$ cat src/rtl/uart_echo_buffer.sv
// UART echo engine: FIFO-buffered RX->TX loopback with hold, fill/overflow status.
// Optional ASCII case swap on the TX path when UART_ECHO_CASE_SWAP_EN is defined.
module uart_echo_buffer #(
  parameter int unsigned DATA_WIDTH = 8,
  parameter int unsigned DEPTH      = 16
) (
  input  logic                    clk,
  input  logic                    rst,
  input  logic                    rx_readable,
  input  logic [DATA_WIDTH-1:0]   rx_data,
  output logic                    rx_used_tick,
  output logic                    tx_start,
  output logic [DATA_WIDTH-1:0]   tx_data,
  input  logic                    tx_busy,
  input  logic                    hold,
  input  logic                    clr_ovf,
  output logic [$clog2(DEPTH):0]  fill,
  output logic                    empty,
  output logic                    full,
  output logic                    overflow
);

  localparam int unsigned AW = $clog2(DEPTH);
  localparam int unsigned FW = AW + 1;

  typedef enum logic [1:0] {IDLE, START, WAIT_BUSY, WAIT_DONE} state_t;

  state_t                  state_q, state_d;
  logic [DATA_WIDTH-1:0]   mem_q [DEPTH];
  logic [AW-1:0]           wr_ptr_q, wr_ptr_d, rd_ptr_q, rd_ptr_d;
  logic [FW-1:0]           fill_q, fill_d;
  logic                    empty_q, empty_d, full_q, full_d;
  logic                    ovf_q, ovf_d;
  logic                    tick_q, tick_d;
  logic                    start_q, start_d;
  logic [DATA_WIDTH-1:0]   txd_q, txd_d;
  logic                    push_req, push_ok, pop;

  function automatic logic [DATA_WIDTH-1:0] tx_map(input logic [DATA_WIDTH-1:0] w);
    logic [DATA_WIDTH-1:0] r;
    r = w;
`ifdef UART_ECHO_CASE_SWAP_EN
    if (DATA_WIDTH == 8) begin
      if ((w >= DATA_WIDTH'(32'h41) && w <= DATA_WIDTH'(32'h5A)) ||
          (w >= DATA_WIDTH'(32'h61) && w <= DATA_WIDTH'(32'h7A)))
        r = w ^ DATA_WIDTH'(32'h20);
    end
`endif
    return r;
  endfunction

  always_comb begin
    state_d = state_q;
    pop     = 1'b0;
    case (state_q)
      IDLE: begin
        if (!empty_q && !hold && !tx_busy) begin
          pop     = 1'b1;
          state_d = START;
        end
      end
      START:     state_d = WAIT_BUSY;
      WAIT_BUSY: state_d = WAIT_DONE;
      WAIT_DONE: if (!tx_busy) state_d = IDLE;
      default:   state_d = IDLE;
    endcase
  end

  // A full FIFO still accepts a word when the head leaves on the same edge.
  always_comb begin
    push_req = rx_readable && !tick_q;
    push_ok  = push_req && (!full_q || pop);
    tick_d   = push_req;
    start_d  = pop;
    txd_d    = pop ? tx_map(mem_q[rd_ptr_q]) : txd_q;
    wr_ptr_d = push_ok ? wr_ptr_q + AW'(1) : wr_ptr_q;
    rd_ptr_d = pop ? rd_ptr_q + AW'(1) : rd_ptr_q;
    fill_d   = fill_q;
    case ({push_ok, pop})
      2'b10:   fill_d = fill_q + FW'(1);
      2'b01:   fill_d = fill_q - FW'(1);
      default: fill_d = fill_q;
    endcase
    empty_d  = (fill_d == '0);
    full_d   = (fill_d == FW'(DEPTH));
    ovf_d    = ovf_q;
    if (push_req && !push_ok) ovf_d = 1'b1;
    else if (clr_ovf)         ovf_d = 1'b0;
  end

  always_ff @(posedge clk) begin
    if (rst) begin
      state_q  <= IDLE;
      wr_ptr_q <= '0;
      rd_ptr_q <= '0;
      fill_q   <= '0;
      empty_q  <= 1'b1;
      full_q   <= 1'b0;
      ovf_q    <= 1'b0;
      tick_q   <= 1'b0;
      start_q  <= 1'b0;
      txd_q    <= '0;
    end else begin
      state_q  <= state_d;
      wr_ptr_q <= wr_ptr_d;
      rd_ptr_q <= rd_ptr_d;
      fill_q   <= fill_d;
      empty_q  <= empty_d;
      full_q   <= full_d;
      ovf_q    <= ovf_d;
      tick_q   <= tick_d;
      start_q  <= start_d;
      txd_q    <= txd_d;
    end
  end

  always_ff @(posedge clk) begin
    if (!rst && push_ok) mem_q[wr_ptr_q] <= rx_data;
  end

  assign rx_used_tick = tick_q;
  assign tx_start     = start_q;
  assign tx_data      = txd_q;
  assign fill         = fill_q;
  assign empty        = empty_q;
  assign full         = full_q;
  assign overflow     = ovf_q;

endmodule

$ cat config.mk
export PLATFORM = sky130hd
export DESIGN_NAME = uart_echo_buffer
export DESIGN_NICKNAME = d
export VERILOG_FILES = /design/src/rtl/uart_echo_buffer.sv
export SDC_FILE = /design/constraint.sdc
export NUM_CORES = 1
export LEC_CHECK = 0
export BUFFER_PORTS_ARGS = -buffer_cell sky130_fd_sc_hd__buf_4
export CORE_MARGIN = 5
export CORE_UTILIZATION = 30
export DETAILED_ROUTE_END_ITERATION = 8
export GPL_ROUTABILITY_DRIVEN = 0
export HOLD_SLACK_MARGIN = 0.05
export PLACE_DENSITY = 0.52
export SYNTH_ARGS = -nofsm -noshare
export SYNTH_HDL_FRONTEND = slang
export SYNTH_SLANG_ARGS = --single-unit
$ cat constraint.sdc
create_clock -name clk -period 3.3 [get_ports clk]
set_input_delay 0.99 -clock clk [delete_from_list [all_inputs] [get_ports clk]]
set_output_delay 0.99 -clock clk [all_outputs]
set_load 0.1 [all_outputs]
; ---- Word level (Yosys, flattened, before mapping)
; Memories as Yosys holds them, arrays and structs flattened. A register that Yosys moved wholly into a read port is not among the register bits.
; Index checks and enable logic that the tools add are counted.
[word_totals]
regBits = 20
in_bits = 14
mem_bits_rw = 128
mem_count = 1
output_inout_bits = 18
elab_cells = 50
[classes]
n_addsub = 4
n_mux = 10
eq_ne = 8
reduce_logical = 18
[memory_table]
columns = memory, depth, word_bits, rd, rd_clocked_by_memory_dff, wr, line
row1 = mem_q, 16, 8, 1, 1, 1, 29  ; logic [DATA_WIDTH-1:0] mem_q [DEPTH];
[ops]
columns = cell, count
row1 = 5-bit case mux with 2 select lines, 1
row2 = 4-bit by 1-bit adder with 4-bit output (second input constant), 2
row3 = 2-bit case mux with 4 select lines, 1
row4 = 1-bit zero test, 7
row5 = 2-bit == test (second input constant), 3
row6 = 1-bit logical AND, 6
row7 = 1-bit two-way mux, 6
row8 = 5-bit by 1-bit adder with 5-bit output (second input constant), 1
row9 = 5-bit == test (second input constant), 1
row10 = 5-bit zero test, 1
row11 = 5-bit by 1-bit subtractor with 5-bit output (second input constant), 1
row12 = 2-bit by 1-bit == test with 1-bit output (second input constant), 2
row13 = 2-bit two-way mux, 2
row14 = 2-bit != test (second input constant), 2
row15 = 2-bit zero test, 1
row16 = 2-bit AND reduction, 1
row17 = 2-bit nonzero test, 1
row18 = 1-bit logical OR, 1

; ---- Depth between registers and ports, before layout
[depth]
ltp_word = 10
ltp_mapped = 14

; ---- Worst setup path after synthesis
; Ideal clock, no wire load.
[synth_path]
path_kind = input-to-reg
startpoint = input port hold
endpoint = register empty_q (netlist: empty)
stages = 12
setup_slack_ns = -0.265
required_time_ns = 3.184
arrival_ns = 3.449
setup_ns = 0.116
cell_sequence = or4b_1 -> buf_2 -> a21oi_4 -> inv_1 -> ha_1 -> xor2_1 -> ha_1 -> a21oi_1 -> mux2i_1 -> xnor2_1 -> and2_1 -> a31o_2
[synth_between]
elab_chain_len = 10
[synth_rtl]
columns = element, line
row1 = from (decl), 15  ; input logic hold,
row2 = 1-bit zero test *, 57  ; if (!empty_q && !hold && !tx_busy) begin
row3 = 1-bit logical AND * (2 in series), 57
row4 = 1-bit two-way mux *, 57
row5 = 1-bit two-way mux *, 55  ; case (state_q)
row6 = 1-bit logical OR, 72  ; push_ok = push_req && (!full_q || pop);
row7 = 1-bit logical AND, 72
row8 = 2-bit by 1-bit == test with 1-bit output / 2-bit == test (equally long branches), 79  ; case ({push_ok, pop})
row9 = 5-bit case mux with 2 select lines *, 79
row10 = 5-bit zero test *, 84  ; empty_d = (fill_d == '0);
row11 = to (signal assigned), 108  ; empty_q <= empty_d;
row12 = to (decl), 32  ; logic empty_q, empty_d, full_q, full_d;
; Every way passes the cells marked *; elsewhere a longest branch is shown, timed or not.
; A chain may end at the register's enable or synchronous reset.

; ---- Worst setup path after layout
[layout_path]
startpoint = input port hold
endpoint = register full_q (netlist: full)
[layout_between]
elab_chain_len = 10
[layout_rtl]
columns = element, line
row1 = 1-bit zero test *, 57
row2 = 1-bit logical AND * (2 in series), 57
row3 = 1-bit two-way mux *, 57
row4 = 1-bit two-way mux *, 55
row5 = 1-bit logical OR, 72
row6 = 1-bit logical AND, 72
row7 = 2-bit by 1-bit == test with 1-bit output / 2-bit == test (equally long branches), 79
row8 = 5-bit case mux with 2 select lines *, 79
row9 = 5-bit == test *, 85  ; full_d = (fill_d == FW'(DEPTH));
row10 = to (signal assigned), 109  ; full_q <= full_d;
row11 = to (decl), 32
; Marked as above.

==> out/metrics.yaml <==
drv_slew: 0
vias_per_cell: 4.67
maxCapViolCount: 0
route.detailed.drc: 0
max_slew_margin: 0.540
end_kind: "flop"
htree_levels: 4
synth_fa_ha_area_frac: 0.0241
rsz0062_at_grt: "no"
grt_pass1_vias: 3543
async_flop_share: 0
p_total_mw: 4.56
final_cell_mix: "128 x edfxtp_1, 56 x buf_4, 32 x nor2_1, 32 x mux4_2, 27 x dfxtp_1"
avgSynthCellArea_um2: 16.9
synth.area.mux_share: 0.120
crit_path_top_delay_cell: "or4b_4"
synth_edf_count: 128
layout_commonest_cell: "edfxtp_1"
final_cell_count_no_fill: 708
core_area_um2: 20400
ant_nets: 0
drt-total-wl_um: 13200
synth_flop_cell: "edfxtp_1"
clk_pin_slew_worst_paths_ns: 0.06
first_iter_violations: 204
cts_buffers: 17
initial_utilization: 0.306
setup_ws_ns: 0.361
ys_warn_count: 0
syn_nets: 394
synth_compound_area_frac: 0.0606
clockRootBuffer: "clkbuf_16"
syn_to_final_growth_pct: 21.0
hold_viol_final: 0
crit_fanout: 3
crit_chain: "buf_4 -> or4b_4 -> a21oi_4 -> inv_2 -> ha_4 -> xor2_1 -> ha_2 -> a21oi_2 -> mux2i_1 -> xnor2_1 -> and2_1 -> nor4bb_1"
min_path_type: "reg -> reg"
synthXorXnorAreaFrac: 0.0141
synth_cell_types: 37
cts_buffer_depth: 2
fin_crit_ns: 2.94
num_vias: 3308
tightest_slew_ns: 0.689
syn_inst: 368
dp_hpwl_um: 8600
crit_family: "simple AND/OR/NAND/NOR gates"
critical_path.max_stage_delay_ns: 0.55
nets: 451
path_class: "in -> reg"
cts_tree: "done"
ys_ff_latch: 156
cts_hold_buf: 0
worst_ir_drop_vdd_uv: 304
synth_top_family_by_area: "multiplexers"
skew_ns: 0.0117
drt_first_pass_iters: 4
clkLatencyLatePin_ns: 0.42
grt_pass1_wl_um: 20800
ios: 32
die_x_um: 154
synth_simple_gate_area_frac: 0.0552
diodes: 0
period_share: 0.891
dieArea_um2: 23800
antenna_found_initial: 0
p_leak_nw: 2.53
startpoint_type: "input pin"
port_buffers: 31
status: "finished clean"
grt_max_degree: 36
fmax_mhz: 340
wl_per_cell_um: 18.6
grt_use_total: 0.117
dp_slack_ns: -0.0868
gr-total-overflow: 0
cts-resized-gates: 0
post_cts_buffers: 0
rrSetupSlack_ns: 0.45
whs_ns: 0.463
crit_required_ns: 3.62
ys_seq_area_frac: 0.707
finalSetupViolations: 0
clock_sinks: 156
rows: 52
place_inst: 676
die_y_um: 154
drive_above_1_share: 0.290
path_buf_inv: 2
synthesis.area_um2: 6230
cp_data_arrival_time_ns: 3.26
p_per_area_nw_per_um2: 605
==> worst min-delay path: stages, from the launching register on <==
cell,delay [ns]
dfxtp_1,0.31
nand2_1,0.05
a21oi_1,0.05
==> flip-flops by register name, indices dropped and copies added, names as in the netlist <==
name and count:
mem_q 128, tx_data 8, fill 5, rd_ptr_q 4
wr_ptr_q 4, state_q 2, empty 1, full 1
overflow 1, rx_used_tick 1, tx_start 1
==> final cells by class <==
class | count | area [um2]
fill | 1908 | 12800
sequential | 156 | 4410
multi-input combinational | 186 | 1730
timing repair buffer | 57 | 440
clock buffer | 19 | 433
tap | 270 | 338
clock inverter | 13 | 163
inverter | 7 | 26.3
==> cell usage after synthesis (2+ instances only) <==
library cell,number,area (um2)
nor2_1,32,120
o21ai_0,13,65.1
buf_1,6,22.5
nand2_1,20,75.1
dfxtp_1,28,561
nor2b_1,6,37.5
inv_1,7,26.3
buf_4,2,15.0
mux4_2,32,721
a21o_1,2,15.0
xnor2_1,4,35.0
ha_1,12,150
clkbuf_1,6,22.5
mux2i_1,3,30.0
a21oi_1,12,60.1
and2_1,2,12.5
a22o_1,16,140
buf_2,4,20.0
xor2_1,6,52.6
nand2b_1,4,25.0
nor3_1,6,30.0
nand4_1,2,12.5
a31oi_1,2,12.5
edfxtp_1,128,3840
==> kinds of logic after synthesis <==
kind of cell	Yosys count
DFF	156
and+or+nand+nor	76
AOI/OAI and AO/OA	53
muxes	35
buffers and inverters	26
adders and majority gates	12
xor gates and xnor gates	10
==> layer usage <==
layer  part of all wire  routed length (um)  up-vias  track usage
li1                   -                   -     1546            -
met1               0.47                6240     1670        0.168
met2               0.46                6000       86        0.174
met3              0.065                 860        6       0.0391
met4             0.0040                  53        0       0.0265
met5                  0                   0        -            0
==> path summary, 6_finish.rpt <==
check	cells past startpoint	endpoint	startpoint
max reg2reg	13	full	state_q[0]
min	2	tx_data[4]	tx_data[4]
min reg2reg	2	tx_data[4]	tx_data[4]
max	12	full	hold
==> power by group <==
part	total, mW	internal (mW)	switching [mW]	leakage, nW
clock network	1.97	1.20	0.773	0.287
logic	0.409	0.142	0.268	0.859
registers	2.19	2.16	0.0261	1.38
==> metrics by stage <==
stage	utilization	instance area, um2	setup TNS [ns]
finish	0.370	7540	0
floorplan	-	6260	-0.120
CTS	0.370	7540	0
detailed placement	0.341	6940	-0.126
global route	0.370	7540	0
global placement	0.341	6940	0
Power figures use the tool's default switching activity.
